$ cat src/rtl/tx_fsm_pkg.sv
// Shared definitions for the tx_fsm ARQ transmit block: FSM state encoding,
// error-injection mode codes and TinyTapeout pin bit positions.
package tx_fsm_pkg;

    // State codes are visible on uio_out[5:4], so the encoding is fixed.
    typedef enum logic [1:0] {
        StIdle = 2'd0,
        StSend = 2'd1,
        StRetx = 2'd2,
        StFail = 2'd3
    } tx_state_e;

    // Injected error modes, sampled from ui_in[1:0] when a word is popped.
    localparam logic [1:0] ERR_NONE    = 2'b00;
    localparam logic [1:0] ERR_DROP    = 2'b01;
    localparam logic [1:0] ERR_RETX    = 2'b10;
    localparam logic [1:0] ERR_PERSIST = 2'b11;

    // ui_in fields
    localparam int unsigned UI_WR_EN    = 7;
    localparam int unsigned UI_RD_EN    = 6;
    localparam int unsigned UI_DATA_LSB = 2;
    localparam int unsigned UI_ERR_LSB  = 0;

    // uo_out fields
    localparam int unsigned UO_DATA_LSB = 0;
    localparam int unsigned UO_ACK      = 4;
    localparam int unsigned UO_NACK     = 5;
    localparam int unsigned UO_FULL     = 6;
    localparam int unsigned UO_EMPTY    = 7;

    // uio_out fields
    localparam int unsigned UIO_CNT_LSB   = 0;
    localparam int unsigned UIO_STATE_LSB = 4;
    localparam int unsigned UIO_FAIL      = 6;
    localparam int unsigned UIO_BUSY      = 7;

endpackage

$ cat src/rtl/tx_fifo.sv
// Synchronous FIFO with a combinational head output. DEPTH must be a power
// of two in the range 2..8 so the 4-bit count and the pointer wrap are exact.
module tx_fifo #(
    parameter int unsigned WIDTH = 4,
    parameter int unsigned DEPTH = 8
) (
    input  logic             clk,
    input  logic             rst,
    input  logic             push,
    input  logic             pop,
    input  logic [WIDTH-1:0] din,
    output logic [WIDTH-1:0] dout,
    output logic             full,
    output logic             empty,
    output logic [3:0]       count
);

    localparam int unsigned AW = $clog2(DEPTH);

    logic [WIDTH-1:0] mem_q [DEPTH];
    logic [AW-1:0]    wr_ptr_q, wr_ptr_d;
    logic [AW-1:0]    rd_ptr_q, rd_ptr_d;
    logic [3:0]       count_q, count_d;

    // Pointer and occupancy next-state; the caller never pushes into a full
    // FIFO unless it also pops, nor pops an empty one.
    always_comb begin
        wr_ptr_d = wr_ptr_q;
        rd_ptr_d = rd_ptr_q;
        count_d  = count_q;
        if (push) begin
            wr_ptr_d = wr_ptr_q + 1'b1;
        end
        if (pop) begin
            rd_ptr_d = rd_ptr_q + 1'b1;
        end
        case ({push, pop})
            2'b10:   count_d = count_q + 4'd1;
            2'b01:   count_d = count_q - 4'd1;
            default: count_d = count_q;
        endcase
    end

    // Pointer and count registers with synchronous reset.
    always_ff @(posedge clk) begin
        if (rst) begin
            wr_ptr_q <= '0;
            rd_ptr_q <= '0;
            count_q  <= '0;
        end else begin
            wr_ptr_q <= wr_ptr_d;
            rd_ptr_q <= rd_ptr_d;
            count_q  <= count_d;
        end
    end

    // Storage needs no reset; occupancy alone defines valid entries.
    always_ff @(posedge clk) begin
        if (push) begin
            mem_q[wr_ptr_q] <= din;
        end
    end

    assign dout  = mem_q[rd_ptr_q];
    assign count = count_q;
    assign full  = (count_q == 4'(DEPTH));
    assign empty = (count_q == 4'd0);

endmodule

$ cat src/rtl/tx_fsm.sv
// ARQ transmit block for the TinyTapeout harness: a 4-bit FIFO fed from the
// input pins and an FSM that pops one word per read and answers with
// ack / nack / retransmit according to the latched error mode.
// Build option: TX_FSM_PERSIST_RETRY_EN enables the persistent-error retry
// loop and FAIL state; without it mode 11 behaves as mode 00.
module tx_fsm
    import tx_fsm_pkg::*;
#(
    parameter int unsigned DEPTH     = 8,
    parameter int unsigned MAX_RETRY = 3
) (
    input  logic       clk,
    input  logic       rst,
    input  logic       ena,
    input  logic [7:0] ui_in,
    input  logic [7:0] uio_in,
    output logic [7:0] uo_out,
    output logic [7:0] uio_out,
    output logic [7:0] uio_oe
);

    logic       wr_en, rd_en;
    logic [3:0] data_in;
    logic [1:0] err_mode;

    logic       fifo_push, fifo_pop;
    logic [3:0] fifo_dout, fifo_count;
    logic       fifo_full, fifo_empty;

    tx_state_e  state_q, state_d;
    logic [3:0] tx_data_q, tx_data_d;
    logic [1:0] mode_q, mode_d;
    logic [3:0] data_out_q, data_out_d;
    logic       ack_q, ack_d;
    logic       nack_q, nack_d;
    logic       fail_bit;

`ifdef TX_FSM_PERSIST_RETRY_EN
    localparam int unsigned RW = $clog2(MAX_RETRY + 1);
    logic [RW-1:0] retry_q, retry_d;
    logic          fail_q, fail_d;
`endif

    // ena and uio_in carry no function in this design.
    logic unused_in;
    assign unused_in = ena ^ (^uio_in);

    assign wr_en    = ui_in[UI_WR_EN];
    assign rd_en    = ui_in[UI_RD_EN];
    assign data_in  = ui_in[UI_DATA_LSB +: 4];
    assign err_mode = ui_in[UI_ERR_LSB +: 2];

    // empty is the pre-write value, so a write and read on an empty FIFO
    // only writes.
    assign fifo_pop  = (state_q == StIdle) && rd_en && !fifo_empty;
    assign fifo_push = wr_en && (!fifo_full || fifo_pop);

    tx_fifo #(
        .WIDTH (4),
        .DEPTH (DEPTH)
    ) u_fifo (
        .clk   (clk),
        .rst   (rst),
        .push  (fifo_push),
        .pop   (fifo_pop),
        .din   (data_in),
        .dout  (fifo_dout),
        .full  (fifo_full),
        .empty (fifo_empty),
        .count (fifo_count)
    );

    // Next-state and registered-output logic; pulses default low.
    always_comb begin
        state_d    = state_q;
        tx_data_d  = tx_data_q;
        mode_d     = mode_q;
        data_out_d = data_out_q;
        ack_d      = 1'b0;
        nack_d     = 1'b0;
`ifdef TX_FSM_PERSIST_RETRY_EN
        retry_d    = retry_q;
        fail_d     = 1'b0;
`endif
        unique case (state_q)
            StIdle: begin
                if (fifo_pop) begin
                    tx_data_d = fifo_dout;
                    mode_d    = err_mode;
                    state_d   = StSend;
                end
            end
            StSend: begin
                data_out_d = tx_data_q;
                unique case (mode_q)
                    ERR_NONE: begin
                        ack_d   = 1'b1;
                        state_d = StIdle;
                    end
                    ERR_DROP: begin
                        nack_d  = 1'b1;
                        state_d = StIdle;
                    end
                    ERR_RETX: begin
                        nack_d  = 1'b1;
                        state_d = StRetx;
                    end
                    ERR_PERSIST: begin
`ifdef TX_FSM_PERSIST_RETRY_EN
                        nack_d  = 1'b1;
                        retry_d = RW'(1);
                        state_d = StRetx;
`else
                        ack_d   = 1'b1;
                        state_d = StIdle;
`endif
                    end
                endcase
            end
            StRetx: begin
                data_out_d = tx_data_q;
`ifdef TX_FSM_PERSIST_RETRY_EN
                if (mode_q == ERR_PERSIST) begin
                    if (retry_q < RW'(MAX_RETRY)) begin
                        nack_d  = 1'b1;
                        retry_d = retry_q + 1'b1;
                    end else begin
                        // fail is raised on entry so it is high while in FAIL
                        fail_d  = 1'b1;
                        state_d = StFail;
                    end
                end else begin
                    ack_d   = 1'b1;
                    state_d = StIdle;
                end
`else
                ack_d   = 1'b1;
                state_d = StIdle;
`endif
            end
            StFail: begin
`ifdef TX_FSM_PERSIST_RETRY_EN
                retry_d = '0;
`endif
                state_d = StIdle;
            end
        endcase
    end

    // FSM and output registers; reset aborts any transfer in flight.
    always_ff @(posedge clk) begin
        if (rst) begin
            state_q    <= StIdle;
            tx_data_q  <= '0;
            mode_q     <= ERR_NONE;
            data_out_q <= '0;
            ack_q      <= 1'b0;
            nack_q     <= 1'b0;
`ifdef TX_FSM_PERSIST_RETRY_EN
            retry_q    <= '0;
            fail_q     <= 1'b0;
`endif
        end else begin
            state_q    <= state_d;
            tx_data_q  <= tx_data_d;
            mode_q     <= mode_d;
            data_out_q <= data_out_d;
            ack_q      <= ack_d;
            nack_q     <= nack_d;
`ifdef TX_FSM_PERSIST_RETRY_EN
            retry_q    <= retry_d;
            fail_q     <= fail_d;
`endif
        end
    end

`ifdef TX_FSM_PERSIST_RETRY_EN
    assign fail_bit = fail_q;
`else
    assign fail_bit = 1'b0;
`endif

    // Pin mapping.
    always_comb begin
        uo_out                        = '0;
        uo_out[UO_DATA_LSB +: 4]      = data_out_q;
        uo_out[UO_ACK]                = ack_q;
        uo_out[UO_NACK]               = nack_q;
        uo_out[UO_FULL]               = fifo_full;
        uo_out[UO_EMPTY]              = fifo_empty;
        uio_out                       = '0;
        uio_out[UIO_CNT_LSB +: 4]     = fifo_count;
        uio_out[UIO_STATE_LSB +: 2]   = state_q;
        uio_out[UIO_FAIL]             = fail_bit;
        uio_out[UIO_BUSY]             = (state_q != StIdle);
    end

    assign uio_oe = 8'hFF;

endmodule

$ cat config.mk
export PLATFORM = sky130hd
export DESIGN_NAME = tx_fsm
export DESIGN_NICKNAME = d
export VERILOG_FILES = /design/src/rtl/tx_fsm_pkg.sv /design/src/rtl/tx_fifo.sv /design/src/rtl/tx_fsm.sv
export SDC_FILE = /design/constraint.sdc
export NUM_CORES = 1
export LEC_CHECK = 0
export ABC_AREA = 1
export CORE_UTILIZATION = 57
export DETAILED_ROUTE_END_ITERATION = 10
export GPL_TIMING_DRIVEN = 0
export PLACE_DENSITY = 0.9
export SLEW_MARGIN = 20
export SYNTH_ARGS = -nofsm -noshare
export SYNTH_HDL_FRONTEND = slang
export SYNTH_SLANG_ARGS = --single-unit
$ cat constraint.sdc
create_clock -name clk -period 4.62 [get_ports clk]
set_clock_uncertainty 0.2 [all_clocks]
set_input_delay 0.924 -clock clk [delete_from_list [all_inputs] [get_ports clk]]
set_output_delay 0.924 -clock clk [all_outputs]
set_load 0.02 [all_outputs]
# == Word level (Yosys, flattened, before mapping) ==
# Memories as Yosys holds them, arrays and structs flattened. A register that Yosys moved wholly into a read port is not among the register bits.
# Cells that the tools add are included.
# word_totals
ff_bits,20
latch_bits,0
mem_bits_rw,32
mem_bits_ro,0
output_inout_bits,24
word_cells,51
memories,1
# classes
add_sub_neg,4
mul,0
div_mod_pow,0
n_lt_le_gt_ge,0
n_eq_ne,10
n_shift,0
muxes,9
n_bitwise,1
n_reduce_logical,18
# mem_list
memory,words,word_bits,read_ports,rd_clocked_by_memory_dff,write_ports,line_no,source
u_fifo.mem_q,8,4,1,1,1,tx_fifo.sv:20,logic [WIDTH-1:0] mem_q [DEPTH];
# ops
op,count
$eq A2 B2 Y1 const B,5
$reduce_or A2 Y1,5
$pmux W4 S2,1
$add A3 B1 Y3 const B,2
$eq A2 B1 Y1 const B,3
$pmux W2 S3,1
$add A4 B1 Y4 const B,1
$eq A4 B4 Y1 const B,1
$logic_not A2 Y1,2
$logic_not A4 Y1,1
$mux W1,4
$pmux W2 S2,1
$reduce_bool A2 Y1,2
$sub A4 B1 Y4 const B,1
$logic_and A1 B1 Y1,3
$reduce_or A3 Y1,1
$logic_not A1 Y1,2
$mux W2,1
$ne A2 B2 Y1 const B,1
$pmux W1 S2,1
$reduce_and A2 Y1,1
$logic_or A1 B1 Y1,1
$not A1 Y1,1

# == Logic depth before layout (Yosys ltp) ==
# depth
word_depth,7
mapped_depth,16
mapped_depth_nobuf,16

# == Hierarchy ==
# Synthesis repeated with hierarchy kept, for this count alone.
# hier_totals
hier_cells,267
hier_area_um2,2610.0
# modules_own_cells
mod,instances,cells_per_inst,area_per_inst_um2
tx_fifo,1,177,1913.1
tx_fsm,1,90,696.9

# == Least setup slack after synthesis ==
# OpenSTA, ideal clock, no wires.
# synth_timing
path_kind,input to register
startpoint,in ui_in[6]
endpoint,reg u_fifo.count_q[2] (netlist: u_fifo.count[2])
setup_time_ps,115
t_arrival_ps,2165
required_ps,4305
slack_ps,2139
cell_stages,13
path_cell_list,nand2_1 -> inv_1 -> nand2_2 -> inv_2 -> ha_1 -> nand2_1 -> inv_1 -> nor2_1 -> ha_1 -> a21oi_1 -> xnor2_1 -> o21ai_0 -> inv_1
# synth_between
elab_chain_cells,6
# synth_lines
element,line_no,source
start: declaration,tx_fsm.sv:15,"input logic [7:0] ui_in,"
$logic_and A1 B1 Y1 * (2 in a row),tx_fsm.sv:55,assign fifo_pop = (state_q == StIdle) && rd_en && !fifo_empty;
via fifo_pop,tx_fsm.sv:26,"logic fifo_push, fifo_pop;"
$logic_or A1 B1 Y1,tx_fsm.sv:56,assign fifo_push = wr_en && (!fifo_full || fifo_pop);
$logic_and A1 B1 Y1,tx_fsm.sv:56,
$eq A2 B1 Y1 / $eq A2 B2 Y1 (equally long branches),tx_fifo.sv:37,"case ({push, pop})"
$pmux W4 S2 / $reduce_bool A2 Y1 (equally long branches),n/a,
end signal: assignment,tx_fifo.sv:53,count_q <= count_d;
end: declaration,tx_fifo.sv:23,"logic [3:0] count_q, count_d;"
# Mark *: on every way through the listed nets, which the timed path passes. The rest lies on a longest branch.
# A chain may end at the register's enable or synchronous reset.

# == Final worst setup path ==
# Ends and elaborated chain as after synthesis.

==> results.md <==
* Post-detailed-route count of antenna-violating nets at 0
* Setup TNS Final at 0 ns
* Data arrival time of the critical path at 2.95 ns
* Clock insertion delay at the later pin of the skew report at 0.31 ns
* Number of resized instances in the post-cts repair step at 0
* P_int at 990.3 uW
* Number of cells on the worst hold path at 2
* Routability cong. at 0.9263
* Slew at the pin with the worst max-slew slack at 0.6992 ns
* Fraction of registers with async set or reset after synthesis at 0%
* Buf/Inv on CP at 5
* Commonest non-fill, non-tap cell in the layout: sky130_fd_sc_hd__nand2_1
* Placed Instance Area at 2992 um2
* Via density per instance at 5.198
* First-pass GRT wire length at 8.528 mm
* Post-route DRC violation count at 0
* Cell at the root of the clock tree: sky130_fd_sc_hd__clkbuf_8
* Count of mapped cells out of synthesis at 298
* Antenna cell count at 0
* Worst Setup End Kind: flop
* Total grt overflow at 0
* Buffers added on ports at 24
* Peak fanout along the critical path at 8
* Post-synthesis compound-gate area fraction at 6.256%
* Worst-case setup margin in the final layout at 1.678 ns
* Post-synthesis mux area share at 0%
* Horiz. Die Dim at 70.32 um
* DR WL/cell at 13.03 um
* Synthesis-to-layout area growth at 15.99%
* Leakage component of the power at 0.001373 uW
* Antenna violations before repair at 0
* Critical path type: in2reg
* Critical path's largest stage delay at 0.46 ns
* Most Frequent Cell on Critical Path: sky130_fd_sc_hd__inv_1
* Most frequent cells in the layout: sky130_fd_sc_hd__nand2_1, sky130_fd_sc_hd__inv_1, sky130_fd_sc_hd__edfxtp_1
* Total Wirelength at 5.069 mm
* Post-CTS clock slew at the launch and capture registers of the worst setup and hold paths at 0.10 ns
* TritonCTS Sinks at 56
* Vias in the first global route at 1979
* Shortest period the worst path allows at 2.942 ns
* Synth top area cells: sky130_fd_sc_hd__edfxtp_1, sky130_fd_sc_hd__dfxtp_1, sky130_fd_sc_hd__nand2_1
* Fin crit share at 63.67%
* Fraction of the mapped netlist area in simple logic gates at 20.74%
* Share of power burned in registers at 40.8%
* Seq/Total Area, Yosys at 54.19%
* RR Endpoint: u_fifo.count[2]
* # H-tree levels at 2
* Cell Chain, Critical Path: clkdlybuf4s50_1 > nand2_1 > inv_1 > nand2_2 > inv_2 > ha_1 > nand2_1 > inv_1 > nor2_1 > ha_1 > a21oi_1 > xnor2_1 > o21ai_0 > inv_1
* Switching portion of total power at 38.24%
* Sw power at 613.1 uW
* Filler cells at 328
* Setup slack after placement at 1.377 ns
* Worst-case reg-to-reg path depth at 15
* CTS max path bufs at 2
* Inserted Clock Buffers at 5
* Final Hold Fails at 0
* Biggest area consumer among synthesized cells: sky130_fd_sc_hd__edfxtp_1
* CP Launch Type: input pin
* Number of distinct library cells after synthesis at 28
* Cell Area, Synth at 2660 um2
* Startpoint of the worst-slack reg-to-reg timing path: state_q[1]
* Xor-xnor portion of the synthesized cell area at 0.9878%
* Clock tree from TritonCTS: done
* Number of nets in the layout at 365
* Total die area at 4944 um2
* Category of cells accounting for the largest share of critical-path delay: buffers and inverters
* Post-CTS Setup Inserts at 0
* Fraction of final layout cells with drive strength greater than 1 at 11.87%
* Data required, critical path at 4.63 ns
* Final design utilization at 69.90%
* Logic gate share of total power at 42.1%
* Standard cell with the maximum stage delay on the critical path: sky130_fd_sc_hd__clkdlybuf4s50_1
* Most used flip-flop cell after synthesis: sky130_fd_sc_hd__edfxtp_1
* Internal reg-to-reg setup slack at 2.02 ns
* Layout Cell Area excl Fill at 3085 um2
* RSZ-0062 raised after global routing: no
* Startpoint of the tightest hold check path: tx_data_q[2]
* Portion of synthesized cell area occupied by the leading cell type at 36.12%
* Synth Area in Adders at 4.704%
* Hold-fix buffers at CTS at 0
* Initial core utilization at 60.26%
* Die height at 70.32 um
* Flop and latch count out of synthesis at 56
* Cell Rows at 24
* Worst IR Drop VDD at 0.3140 mV
* Floorplan core area at 4414 um2
* Proportion of power drawn by the clock network at 17.0%
* Number of flops mapped to enable cells by yosys at 32
* Pin count of the biggest net entering global routing at 20
* Final setup vio count at 0
* Number of vias after detailed routing at 2022
* Number of violations reported at the end of detailed-routing iteration 0 at 97
* Largest family of logic cells by synthesized area: simple AND/OR/NAND/NOR gates
* Endpoint, Worst Hold: tx_data_q[2]
* Result of the run: finished, final reports clean
* Highest achievable clock rate at 339.9 MHz
* Slew Limit Fails at 0
* Mean instance size in the synthesized netlist at 8.926 um2
* Hold slack final at 0.2734 ns
* Class of the worst hold path: reg2reg
* Boundary pin count at 43
* Half-perimeter wire length after detailed placement at 3.735 mm
* Power density of the placed cells at 519.7 nW/um2
* Max-Slew Margin vs Limit at 53.03%
* Count of max-cap constraint violations at 0
* Synth Warn # at 0
* Total iterations of the first detailed-routing run at 4
* GR Util All Layers at 22.36%
tightest hold or removal path, stage by stage, from the launching register on:
cell and delay [ns]:
sky130_fd_sc_hd__dfxtp_1 0.32, sky130_fd_sc_hd__nand2_1 0.06, sky130_fd_sc_hd__a21oi_1 0.05
cell usage after synthesis, types with 5 or more instances:
cell,count
sky130_fd_sc_hd__a21oi_1,15
sky130_fd_sc_hd__nor2_1,20
sky130_fd_sc_hd__dfxtp_1,24
sky130_fd_sc_hd__edfxtp_1,32
sky130_fd_sc_hd__buf_4,14
sky130_fd_sc_hd__nand2_1,58
sky130_fd_sc_hd__ha_1,10
sky130_fd_sc_hd__nor3_1,5
sky130_fd_sc_hd__inv_1,46
sky130_fd_sc_hd__o21ai_0,12
sky130_fd_sc_hd__nand3_1,31
sky130_fd_sc_hd__nand2_2,5
registers in the layout (all words and copies together), names as in the netlist, 2 cells and up:
| signal | cells |
|---|---|
| u_fifo.wr_ptr_q | 3 |
| data_out_q | 4 |
| tx_data_q | 4 |
| u_fifo.rd_ptr_q | 3 |
| u_fifo.mem_q | 32 |
| u_fifo.count | 4 |
| state_q | 2 |
| mode_q | 2 |
final cells by class:
type / count / area, um2 / share of cell area [%]
inverter: 50 / 190.2 / 6.164
timing repair buffer: 24 / 240.2 / 7.786
sequential: 56 / 1441 / 46.72
clock buffer: 5 / 68.82 / 2.230
tap: 52 / 65.06 / 2.109
clock inverter: 3 / 25.02 / 0.8110
buffer: 20 / 151.4 / 4.907
multi-input combinational: 179 / 903.4 / 29.28
power by group through the flow:
stage | sequential, uW | clock [uW] | combinational [uW]
after CTS | 654 | 279 | 672
after floorplan | 689 | 0 | 442
final | 655 | 273 | 675
after global routing | 665 | 299 | 755
after global placement | 661 | 0 | 645
after detailed placement | 665 | 0 | 664
per-stage QoR:
stage / total power [uW] / instances
floorplan: 1131 / 305
global placement: 1306 / 381
detailed placement: 1328 / 381
CTS: 1606 / 389
global route: 1719 / 389
finish: 1603 / 389
per-layer routing:
layer  part of all wire [%]  vias up  GRT usage (%)
li1                       -     1004              -
met1                     42      919          25.98
met2                     49       75          38.41
met3                    5.3       24          4.762
met4                    3.7        0          11.78
met5                      0        -              0
worst max path at each step:
| stage | startpoint | to | slack [ns] | cells after the start |
|---|---|---|---|---|
| 3_5_place_dp | ui_in[6] | u_fifo.count[2] | 1.38 | 14 |
| 3_3_place_gp | ui_in[6] | u_fifo.count[2] | 1.53 | 14 |
| 6_report | ui_in[6] | u_fifo.count[2] | 1.68 | 14 |
| 5_1_grt | ui_in[6] | u_fifo.count[2] | 1.52 | 14 |
| 2_1_floorplan | ui_in[6] | u_fifo.count[2] | 2.14 | 13 |
| 4_1_cts | ui_in[6] | u_fifo.count[2] | 1.68 | 14 |
kinds of logic (layout without fill, tap and decap cells):
logic type      count (synthesis)  count (layout)
buf+inv                        70             102
xor+xnor                        3               3
compound gates                 32              32
flops                          56              56
fa+ha+maj                      10              10
simple gates                  125             125
other cells                     2               9
No activity file was read; power rests on OpenSTA's default activity.
